## config.mk

```make
export PLATFORM = sky130hd
export DESIGN_NAME = fetch_stage2
export DESIGN_NICKNAME = d
export VERILOG_FILES = /design/src/rtl/fetch_stage2.sv
export SDC_FILE = /design/constraint.sdc
export NUM_CORES = 2
export LEC_CHECK = 0
export ABC_AREA = 1
export BUFFER_PORTS_ARGS = -buffer_cell sky130_fd_sc_hd__buf_2
export CORE_AREA = 4 4 315 317
export CTS_BUF_LIST = sky130_fd_sc_hd__clkbuf_8 sky130_fd_sc_hd__clkbuf_16
export DETAILED_ROUTE_END_ITERATION = 12
export DIE_AREA = 0 0 319 321
export PLACE_DENSITY = 0.66
export SYNTH_ARGS = -nofsm -noshare
export SYNTH_HDL_FRONTEND = slang
export SYNTH_SLANG_ARGS = --single-unit
```

## constraint.sdc

```tcl
create_clock -name clk -period 16.52 [get_ports clk]
set_clock_uncertainty 0.15 [all_clocks]
set_input_delay 2.478 -clock clk [delete_from_list [all_inputs] [get_ports clk]]
set_output_delay 2.478 -clock clk [all_outputs]
set_load 0.05 [all_outputs]
```

## src/rtl/fetch_stage2.sv

```systemverilog
// fetch_stage2: second fetch stage. Latches the fetch-1 bundle, predecodes its
// four slots, truncates the bundle at the first taken control transfer, and
// redirects fetch-1 when the BTB missed or mispredicted a direct target.
//
// Ports:
//   clk, reset                      clock, synchronous active-high reset
//   stall_i                         hold the latch
//   flush_i, recoverFlag_i,
//   exceptionFlag_i                 invalidate the latched bundle
//   fs1Ready_i                      incoming bundle valid
//   instructionBundle_i, pc_i       incoming bundle (slot 0 in low bits) and slot-0 PC
//   btbHit[0-3]_i, targetAddr[0-3]_i,
//   prediction[0-3]_i               per-slot BTB/predictor information
//   flagRecoverID_o, targetAddrID_o redirect fetch-1 (target 0 for a return)
//   flagCallID_o, callPCID_o        BTB-missed call and its return address
//   flagRtrID_o                     BTB-missed return, fetch-1 uses RAS checkpoint
//   fs2Ready_o, instBundle_o, pc_o  latched bundle
//   validMask_o                     per-slot valid after truncation
//   predTarget_o                    next fetch PC implied by this bundle
//
// Build option: define FS2_FALSE_HIT_REPAIR_EN to redirect a non-control slot that
// the BTB reported as a predicted-taken hit back onto the sequential path.
// Instruction encoding: each 64-bit slot carries a MIPS-format word in its low 32 bits.
module fetch_stage2 #(
    parameter int SIZE_PC            = 32,
    parameter int INSTRUCTION_BUNDLE = 256
) (
    input  logic                          clk,
    input  logic                          reset,
    input  logic                          stall_i,
    input  logic                          flush_i,
    input  logic                          recoverFlag_i,
    input  logic                          exceptionFlag_i,
    input  logic                          fs1Ready_i,
    input  logic [INSTRUCTION_BUNDLE-1:0] instructionBundle_i,
    input  logic [SIZE_PC-1:0]            pc_i,
    input  logic                          btbHit0_i,
    input  logic                          btbHit1_i,
    input  logic                          btbHit2_i,
    input  logic                          btbHit3_i,
    input  logic [SIZE_PC-1:0]            targetAddr0_i,
    input  logic [SIZE_PC-1:0]            targetAddr1_i,
    input  logic [SIZE_PC-1:0]            targetAddr2_i,
    input  logic [SIZE_PC-1:0]            targetAddr3_i,
    input  logic                          prediction0_i,
    input  logic                          prediction1_i,
    input  logic                          prediction2_i,
    input  logic                          prediction3_i,
    output logic                          flagRecoverID_o,
    output logic [SIZE_PC-1:0]            targetAddrID_o,
    output logic                          flagCallID_o,
    output logic [SIZE_PC-1:0]            callPCID_o,
    output logic                          flagRtrID_o,
    output logic                          fs2Ready_o,
    output logic [INSTRUCTION_BUNDLE-1:0] instBundle_o,
    output logic [SIZE_PC-1:0]            pc_o,
    output logic [3:0]                    validMask_o,
    output logic [SIZE_PC-1:0]            predTarget_o
);
    localparam logic [5:0] OP_SPECIAL = 6'h00, OP_REGIMM = 6'h01, OP_J = 6'h02, OP_JAL = 6'h03;
    localparam logic [5:0] OP_BEQ = 6'h04, OP_BNE = 6'h05, OP_BLEZ = 6'h06, OP_BGTZ = 6'h07;
    localparam logic [5:0] FN_JR = 6'h08, FN_JALR = 6'h09;
    localparam logic [4:0] RT_BLTZ = 5'd0, RT_BGEZ = 5'd1, REG_RA = 5'd31;

    logic                          valid_q, valid_d;
    logic [INSTRUCTION_BUNDLE-1:0] bundle_q, bundle_d;
    logic [SIZE_PC-1:0]            pc_q, pc_d;
    logic [3:0]                    hit_q, hit_d, pred_q, pred_d;
    logic [3:0][SIZE_PC-1:0]       tgt_q, tgt_d;

    logic [3:0][31:0]        w;
    logic [3:0][SIZE_PC-1:0] slot_pc, slot_tgt;
    logic [3:0]              is_jmp, is_call, is_cond, is_ret, taken, need;
    logic [1:0]              t;
    logic                    found, redirect;
    logic [3:0]              mask;
`ifdef FS2_FALSE_HIT_REPAIR_EN
    logic [3:0]              is_ctrl;
`endif

    always_comb begin
        for (int k = 0; k < 4; k++) begin
            w[k]       = bundle_q[64*k +: 32];
            slot_pc[k] = pc_q + SIZE_PC'(8 * k);
            is_jmp[k]  = w[k][31:26] == OP_J;
            is_call[k] = w[k][31:26] == OP_JAL;
            is_cond[k] = (w[k][31:26] inside {OP_BEQ, OP_BNE, OP_BLEZ, OP_BGTZ}) ||
                         (w[k][31:26] == OP_REGIMM && (w[k][20:16] == RT_BLTZ || w[k][20:16] == RT_BGEZ));
            is_ret[k]  = w[k][31:26] == OP_SPECIAL && w[k][5:0] == FN_JR && w[k][25:21] == REG_RA;
            // A return's target comes from the RAS, so only a BTB-hit target is meaningful here.
            slot_tgt[k] = (is_jmp[k] | is_call[k]) ? {slot_pc[k][31:28], w[k][25:0], 2'b00} :
                          is_cond[k] ? slot_pc[k] + 32'd8 + {{14{w[k][15]}}, w[k][15:0], 2'b00} :
                          is_ret[k]  ? (hit_q[k] ? tgt_q[k] : '0) :
                          slot_pc[k] + 32'd8;
`ifdef FS2_FALSE_HIT_REPAIR_EN
            is_ctrl[k] = is_jmp[k] | is_call[k] | is_cond[k] |
                         (w[k][31:26] == OP_SPECIAL && (w[k][5:0] == FN_JR || w[k][5:0] == FN_JALR));
            taken[k]   = is_jmp[k] | is_call[k] | is_ret[k] | (is_cond[k] & hit_q[k] & pred_q[k]) |
                         (~is_ctrl[k] & hit_q[k] & pred_q[k]);
            need[k]    = ~is_ctrl[k] | (is_ret[k] ? ~hit_q[k] : (~hit_q[k] | (tgt_q[k] != slot_tgt[k])));
`else
            taken[k]   = is_jmp[k] | is_call[k] | is_ret[k] | (is_cond[k] & hit_q[k] & pred_q[k]);
            need[k]    = is_ret[k] ? ~hit_q[k] : (~hit_q[k] | (tgt_q[k] != slot_tgt[k]));
`endif
        end
        found = 1'b0;
        t     = 2'd0;
        for (int k = 3; k >= 0; k--) begin
            if (taken[k]) begin
                found = 1'b1;
                t     = 2'(k);
            end
        end
        mask     = found ? 4'((5'd2 << t) - 5'd1) : 4'hf;
        redirect = valid_q & found & need[t];
    end

    assign flagRecoverID_o = redirect;
    assign targetAddrID_o  = (redirect && !is_ret[t]) ? slot_tgt[t] : '0;
    assign flagCallID_o    = redirect & is_call[t] & ~hit_q[t];
    assign callPCID_o      = flagCallID_o ? slot_pc[t] + 32'd8 : '0;
    assign flagRtrID_o     = redirect & is_ret[t];
    assign fs2Ready_o      = valid_q;
    assign instBundle_o    = bundle_q;
    assign pc_o            = pc_q;
    assign validMask_o     = valid_q ? mask : '0;
    assign predTarget_o    = !valid_q ? '0 : found ? slot_tgt[t] : pc_q + 32'd32;

    always_comb begin
        valid_d  = valid_q;
        bundle_d = bundle_q;
        pc_d     = pc_q;
        hit_d    = hit_q;
        pred_d   = pred_q;
        tgt_d    = tgt_q;
        if (reset) begin
            valid_d  = 1'b0;
            bundle_d = '0;
            pc_d     = '0;
            hit_d    = '0;
            pred_d   = '0;
            tgt_d    = '0;
        end else if (flush_i | recoverFlag_i | exceptionFlag_i) begin
            valid_d = 1'b0;
        end else if (!stall_i && redirect) begin
            // Fetch-1 is delivering a wrong-path bundle this cycle; drop it.
            valid_d = 1'b0;
        end else if (!stall_i) begin
            valid_d  = fs1Ready_i;
            bundle_d = instructionBundle_i;
            pc_d     = pc_i;
            hit_d    = {btbHit3_i, btbHit2_i, btbHit1_i, btbHit0_i};
            pred_d   = {prediction3_i, prediction2_i, prediction1_i, prediction0_i};
            tgt_d    = {targetAddr3_i, targetAddr2_i, targetAddr1_i, targetAddr0_i};
        end
    end

    always_ff @(posedge clk) begin
        valid_q  <= valid_d;
        bundle_q <= bundle_d;
        pc_q     <= pc_d;
        hit_q    <= hit_d;
        pred_q   <= pred_d;
        tgt_q    <= tgt_d;
    end
endmodule

```

# Word level (Yosys, flattened, before mapping)
# Cells that the tools add are included.
# totals
latchBits	0
n_memories	0
wordCells	191
out_inout_bits	392
reg_bits	425
ram_bits	0
romBits	0
in_bits	431
# op_classes
bitwise	39
div	0
add_sub_neg	13
order_cmp	1
eq_ne	44
shifts	1
mul	0
n_reduce_logical	38
n_mux	46
# op_table
operator	count
$mux W32	22
$add A32 B4 Y32 const B	5
$add A32 B32 Y32	4
$bmux W32 S2	2
$ne A32 B32 Y1	4
$eq A6 B3 Y1 const B	16
$add A32 B5 Y32 const B	2
$eq A6 B2 Y1 const B	8
$add A32 B6 Y32 const B	1
$eq A6 B1 Y1 const B	4
$eq A6 B4 Y1 const B	4
$logic_not A6 Y1	4
$eq A5 B1 Y1 const B	4
$eq A5 B5 Y1 const B	4
$logic_not A5 Y1	4
$or A1 B1 Y1	18
$reduce_bool A4 Y1	4
$logic_and A1 B1 Y1	14
$and A1 B1 Y1	13
$mux W1	12
$bmux W1 S2	4
$logic_or A1 B1 Y1	8
$mux W2	4
$mux W4	2
other kinds (7)	15

# Logic depth before layout (Yosys ltp)
# depth
ltp_word	17
ltp_mapped	49
ltp_nobuf	46

# Worst setup path after synthesis
# No wires, ideal clock.
# synth_path
path_type	reg-to-output
startpoint	register pc_q[3] (netlist: pc_o[3])
endpoint	output callPCID_o[19]
slack_ns	7.128
path_stages_with_launch	43
path_buffers	2
arrival_time_ns	6.764
cell_sequence	dfxtp_1 -> buf_2 -> inv_2 -> ha_1 -> inv_1 -> nand2_1 -> nor2_1 -> nand2_1 -> nand2_1 -> nand2_2 -> inv_2 -> nand2_1 -> nor2_1 -> nand2_1 -> nor2_1 -> nand2_1 -> o21ai_1 -> inv_1 -> (+7 left out) -> a21oi_1 -> or2_2 -> nand3_1 -> nand3_1 -> nand2_1 -> nand2_1 -> o21ai_0 -> nor2_1 -> nand3_1 -> nand2_1 -> nand2_1 -> nand2_1 -> nand2_1 -> nand3_2 -> inv_1 -> nand2_1 -> buf_2 -> nor3_1
# synth_via
elab_chain_len	14
word_cells_on_any_way	43
cone_classes	11 x add/sub; 4 x eq/ne; 21 x mux; 7 x bitwise
# synth_rtl
element	line_no	source
from (decl)	67	logic [SIZE_PC-1:0] pc_q, pc_d;
from (signal assigned)	161	pc_q <= pc_d;
$add A32 B4 Y32 / $add A32 B5 Y32 (equally long branches)	84, 92, 94	
$add A32 B4 Y32	92, 94	
$add A32 B32 Y32 / $mux W32 (equally long branches)	92, 93	
$mux W32	92	is_cond[k] ? slot_pc[k] + 32'd8 + {{14{w[k][15]}}, w[k][15:0], 2'b00} :
$mux W32	91	slot_tgt[k] = (is_jmp[k] | is_call[k]) ? {slot_pc[k][31:28], w[k][25:0], 2'b00} :
$ne A32 B32 Y1	103	need[k] = is_ret[k] ? ~hit_q[k] : (~hit_q[k] | (tgt_q[k] != slot_tgt[k]));
$or A1 B1 Y1	103	
$mux W1	103	
$bmux W1 S2 *	115	redirect = valid_q & found & need[t];
$mux W1 (implied by the code) *	115	
$and A1 B1 Y1 *	115	
via flagRecoverID_o	49	output logic flagRecoverID_o,
$and A1 B1 Y1 * (2 in series)	120	assign flagCallID_o = redirect & is_call[t] & ~hit_q[t];
$mux W32 *	121	assign callPCID_o = flagCallID_o ? slot_pc[t] + 32'd8 : '0;
to (decl)	52	output logic [SIZE_PC-1:0] callPCID_o,
# The timed path passes the listed nets; every way through them passes the cells marked *. The select of a mux whose other input is x is not followed.

# Worst setup path after layout
# layout_path
startpoint	register pc_q[3] (netlist: pc_o[3])
endpoint	output targetAddrID_o[31]
# layout_via
elab_chain_len	13
word_cells_on_any_way	41
cone_classes	10 x add/sub; 4 x eq/ne; 21 x mux; 5 x bitwise; 1 x reduce/logical
# layout_rtl
element	line_no	source
$add A32 B4 Y32 / $add A32 B5 Y32 (equally long branches)	84, 92, 94	
$add A32 B4 Y32	92, 94	
$add A32 B32 Y32 / $mux W32 (equally long branches)	92, 93	
$mux W32	92	
$mux W32	91	
$ne A32 B32 Y1	103	
$or A1 B1 Y1	103	
$mux W1	103	
$bmux W1 S2	115	
$mux W1 (implied by the code)	115	
$and A1 B1 Y1	115	
$logic_and A1 B1 Y1	119	assign targetAddrID_o = (redirect && !is_ret[t]) ? slot_tgt[t] : '0;
$mux W32 *	119	
to (decl)	50	output logic [SIZE_PC-1:0] targetAddrID_o,
# Mark *: on every way between the ends. The rest lies on a longest branch, timed or not. The select of a mux whose other input is x is not followed.

==> impl_metrics.json <==
{
  "status": "finished, violations left",
  "failed_checks": "max-capacitance violations, max-slew violations",
  "dr.pass1.iters": 9,
  "antenna_found_initial": 11,
  "grtUsageMet2": 0.638,
  "grt_max_degree": 190,
  "crit_required_ps": 13890,
  "grt_pass1_wl_um": 334000,
  "h-tree-depth": 2,
  "async_reset_ff_frac": 0,
  "synth_nets": 8862,
  "grt_overflow": 0,
  "fin_util": 0.524,
  "cts_tree": "built",
  "setup_viol": 0,
  "dpl.hpwl_um": 184000,
  "drt_wl_total_um": 232000,
  "clock-sinks": 425,
  "ys_types": 52,
  "drcViolationCount": 0,
  "met3_usage": 0.123,
  "worst-path-max-fanout": 32,
  "rows": 114,
  "cp_common_cell": "nand2_1",
  "dieArea_um2": 102000,
  "cp-end-kind": "primary output",
  "cpPeakStageDelay_ps": 780,
  "vias": 56800,
  "worst_pin_slew_ps": 1540,
  "synthCells": 8301,
  "post_cts_buffers": 0,
  "track_usage": 0.429,
  "maxSlewHeadroom": -0.0278,
  "yosysWarnings": 0,
  "crit_type": "register to primary output",
  "clk_pin_slew_ps": 60,
  "drive_above_1_share": 0.160,
  "cap_violations": 1,
  "ctsHoldBuffers": 0,
  "slew_viol_final": 2,
  "crit_slowest_cell": "dfxtp_1",
  "drt_iter0_markers": 7317,
  "syn_area_um2": 44000,
  "fin_setup_tns_ps": 0,
  "ant_nets": 0,
  "yosysSeqAreaShare": 0.193,
  "grt_pass1_vias": 51000,
  "timing.fmax_mhz": 81.6,
  "min_period_ps": 12260,
  "numCtsBuffers": 55,
  "rsz0062_at_grt": "false",
  "avgSynthCellArea_um2": 5.30,
  "dieWidth_um": 319,
  "grt.busiest_layer": "met2",
  "routabilityCongestion": 1.08,
  "hold_class": "register to register",
  "cts.repair.resized": 0,
  "synth_edf_count": 0,
  "coreArea_um2": 96300,
  "placed_area_um2": 48500,
  "dp_cells": 10100,
  "ir_worst_vdd_v": 0.0000822,
  "gr-usage-met1": 0.569,
  "finalHoldViolations": 0,
  "finalCritPeriodShare": 0.742,
  "fillCellCount": 10500,
  "insertion_delay_ps": 690,
  "power_density_nw_per_um2": 67.1,
  "synthFlopType": "dfxtp_1",
  "port-buffer-count": 822,
  "ys_seq_elements": 425,
  "pin_count": 823,
  "cts_root_buf": "clkbuf_16",
  "arrival_ps": 9630,
  "leakagePower_nw": 28.8,
  "clock_path_buffers": 3,
  "avgViaCountPerCell": 5.57,
  "layout.nets": 9437,
  "fin_cells": 10200,
  "power_mw": 3.39,
  "fin_area_um2": 50400,
  "worstSetupStartpointType": "register",
  "syn_to_final_growth_pct": 14.6,
  "start_util": 0.457,
  "die_h_um": 321,
  "wire_per_inst_um": 22.8
}
[layout make-up]
| type | count | area (um^2) | share of cell area |
|---|---|---|---|
| diodes | 6 | 15.0 | 0.000298 |
| inverters | 1791 | 6740 | 0.134 |
| well taps | 1276 | 1600 | 0.0317 |
| repair buffers | 890 | 4650 | 0.0922 |
| clock buffers | 69 | 1570 | 0.0311 |
| multi-input cells | 5713 | 27000 | 0.535 |
| clock inverters | 29 | 382 | 0.00757 |
| flip-flops and latches | 425 | 8510 | 0.169 |
[power breakdown]
group / internal [mW] / leakage [nW] / switching [mW] / total [mW]
Sequential: 1.06 / 3.45 / 0.0473 / 1.11
Clock: 0.780 / 0.978 / 0.542 / 1.32
Combinational: 0.250 / 24.4 / 0.704 / 0.954
Total: 2.09 / 28.8 / 1.29 / 3.39
[flip-flops by register name, indices dropped and copies added (netlist names)]
register      flops
pc_o             32
instBundle_o    256
tgt_q           128
fs2Ready_o        1
pred_q            4
hit_q             4
[layer usage]
layer / vias to the layer above / wire [um]
li1: 26800 / -
met1: 25900 / 93400
met4: 16 / 13700
met2: 3455 / 95500
met5: - / 217
met3: 602 / 29300
[placed cells by master, fill, tap and decap left out, drive strengths merged, types with 3 or more instances in the layout]
cell type / synthesis / routed
or2: 10 / 10
a21boi: 3 / 3
clkinv: 8 / 21
a211oi: 3 / 3
o221ai: 12 / 12
o21a: 15 / 15
a32oi: 3 / 3
ha: 126 / 126
inv: 1783 / 1790
nand3: 530 / 530
a21o: 22 / 22
nor3: 58 / 58
a21oi: 273 / 273
nor2: 1059 / 1059
nor4: 6 / 6
fa: 4 / 4
xor2: 78 / 78
o31ai: 5 / 5
buf: 195 / 890
clkbuf: 177 / 69
diode: 0 / 6
bufinv: 0 / 7
o21bai: 12 / 12
nand2: 2555 / 2555
nand3b: 7 / 7
o311ai: 4 / 4
nand4: 515 / 515
a31oi: 30 / 30
dfxtp: 425 / 425
o211ai: 32 / 32
a32o: 16 / 16
and2: 21 / 21
o22ai: 14 / 14
o21ai: 273 / 273
xnor2: 16 / 16
o32ai: 5 / 5
[through the flow]
step	hold slack [ps]	setup WS, ps
final	354	4260
after global routing	382	3790
after CTS	357	4570
after detailed placement	345	5320
after global placement	342	5350
after floorplan	337	7130
[worst max-delay path, delay by kind of cell, from the launching register on]
kind,cells,cell delay (ps)
buffers and inverters,8,1480
AND/OR/NAND/NOR,30,4810
AO/OA/AOI/OAI,3,1200
flip-flops,1,780
adder cells (fa/ha/maj),2,630
[cells by family after synthesis]
| logic type | share of synthesized area |
|---|---|
| buffers and inverters | 0.196 |
| and+or+nand+nor | 0.460 |
| DFF | 0.193 |
| AOI/OAI and AO/OA | 0.0935 |
| adders and majority gates | 0.0377 |
| xor gates and xnor gates | 0.0194 |
[cell usage after synthesis, types with 69 or more instances]
master / n / area [um^2]
nand2_1: 2537 / 9520
inv_1: 1437 / 5390
nor2_1: 1019 / 3820
nand3_1: 528 / 2640
nand4_1: 515 / 3220
dfxtp_1: 425 / 8510
inv_2: 346 / 1300
a21oi_1: 273 / 1370
o21ai_0: 257 / 1290
clkbuf_1: 177 / 664
ha_1: 126 / 1580
xor2_1: 74 / 648
buf_1: 69 / 259
[final timing paths]
kind	start	end	slack, ps	cells past startpoint
setup / recovery	pc_o[3]	targetAddrID_o[31]	4260	43
hold / removal	instBundle_o[190]	instBundle_o[190]	350	4
setup reg to reg	pc_o[3]	instBundle_o[212]	5890	45
hold reg to reg	instBundle_o[190]	instBundle_o[190]	350	4
(Power assumes the default switching activity.)
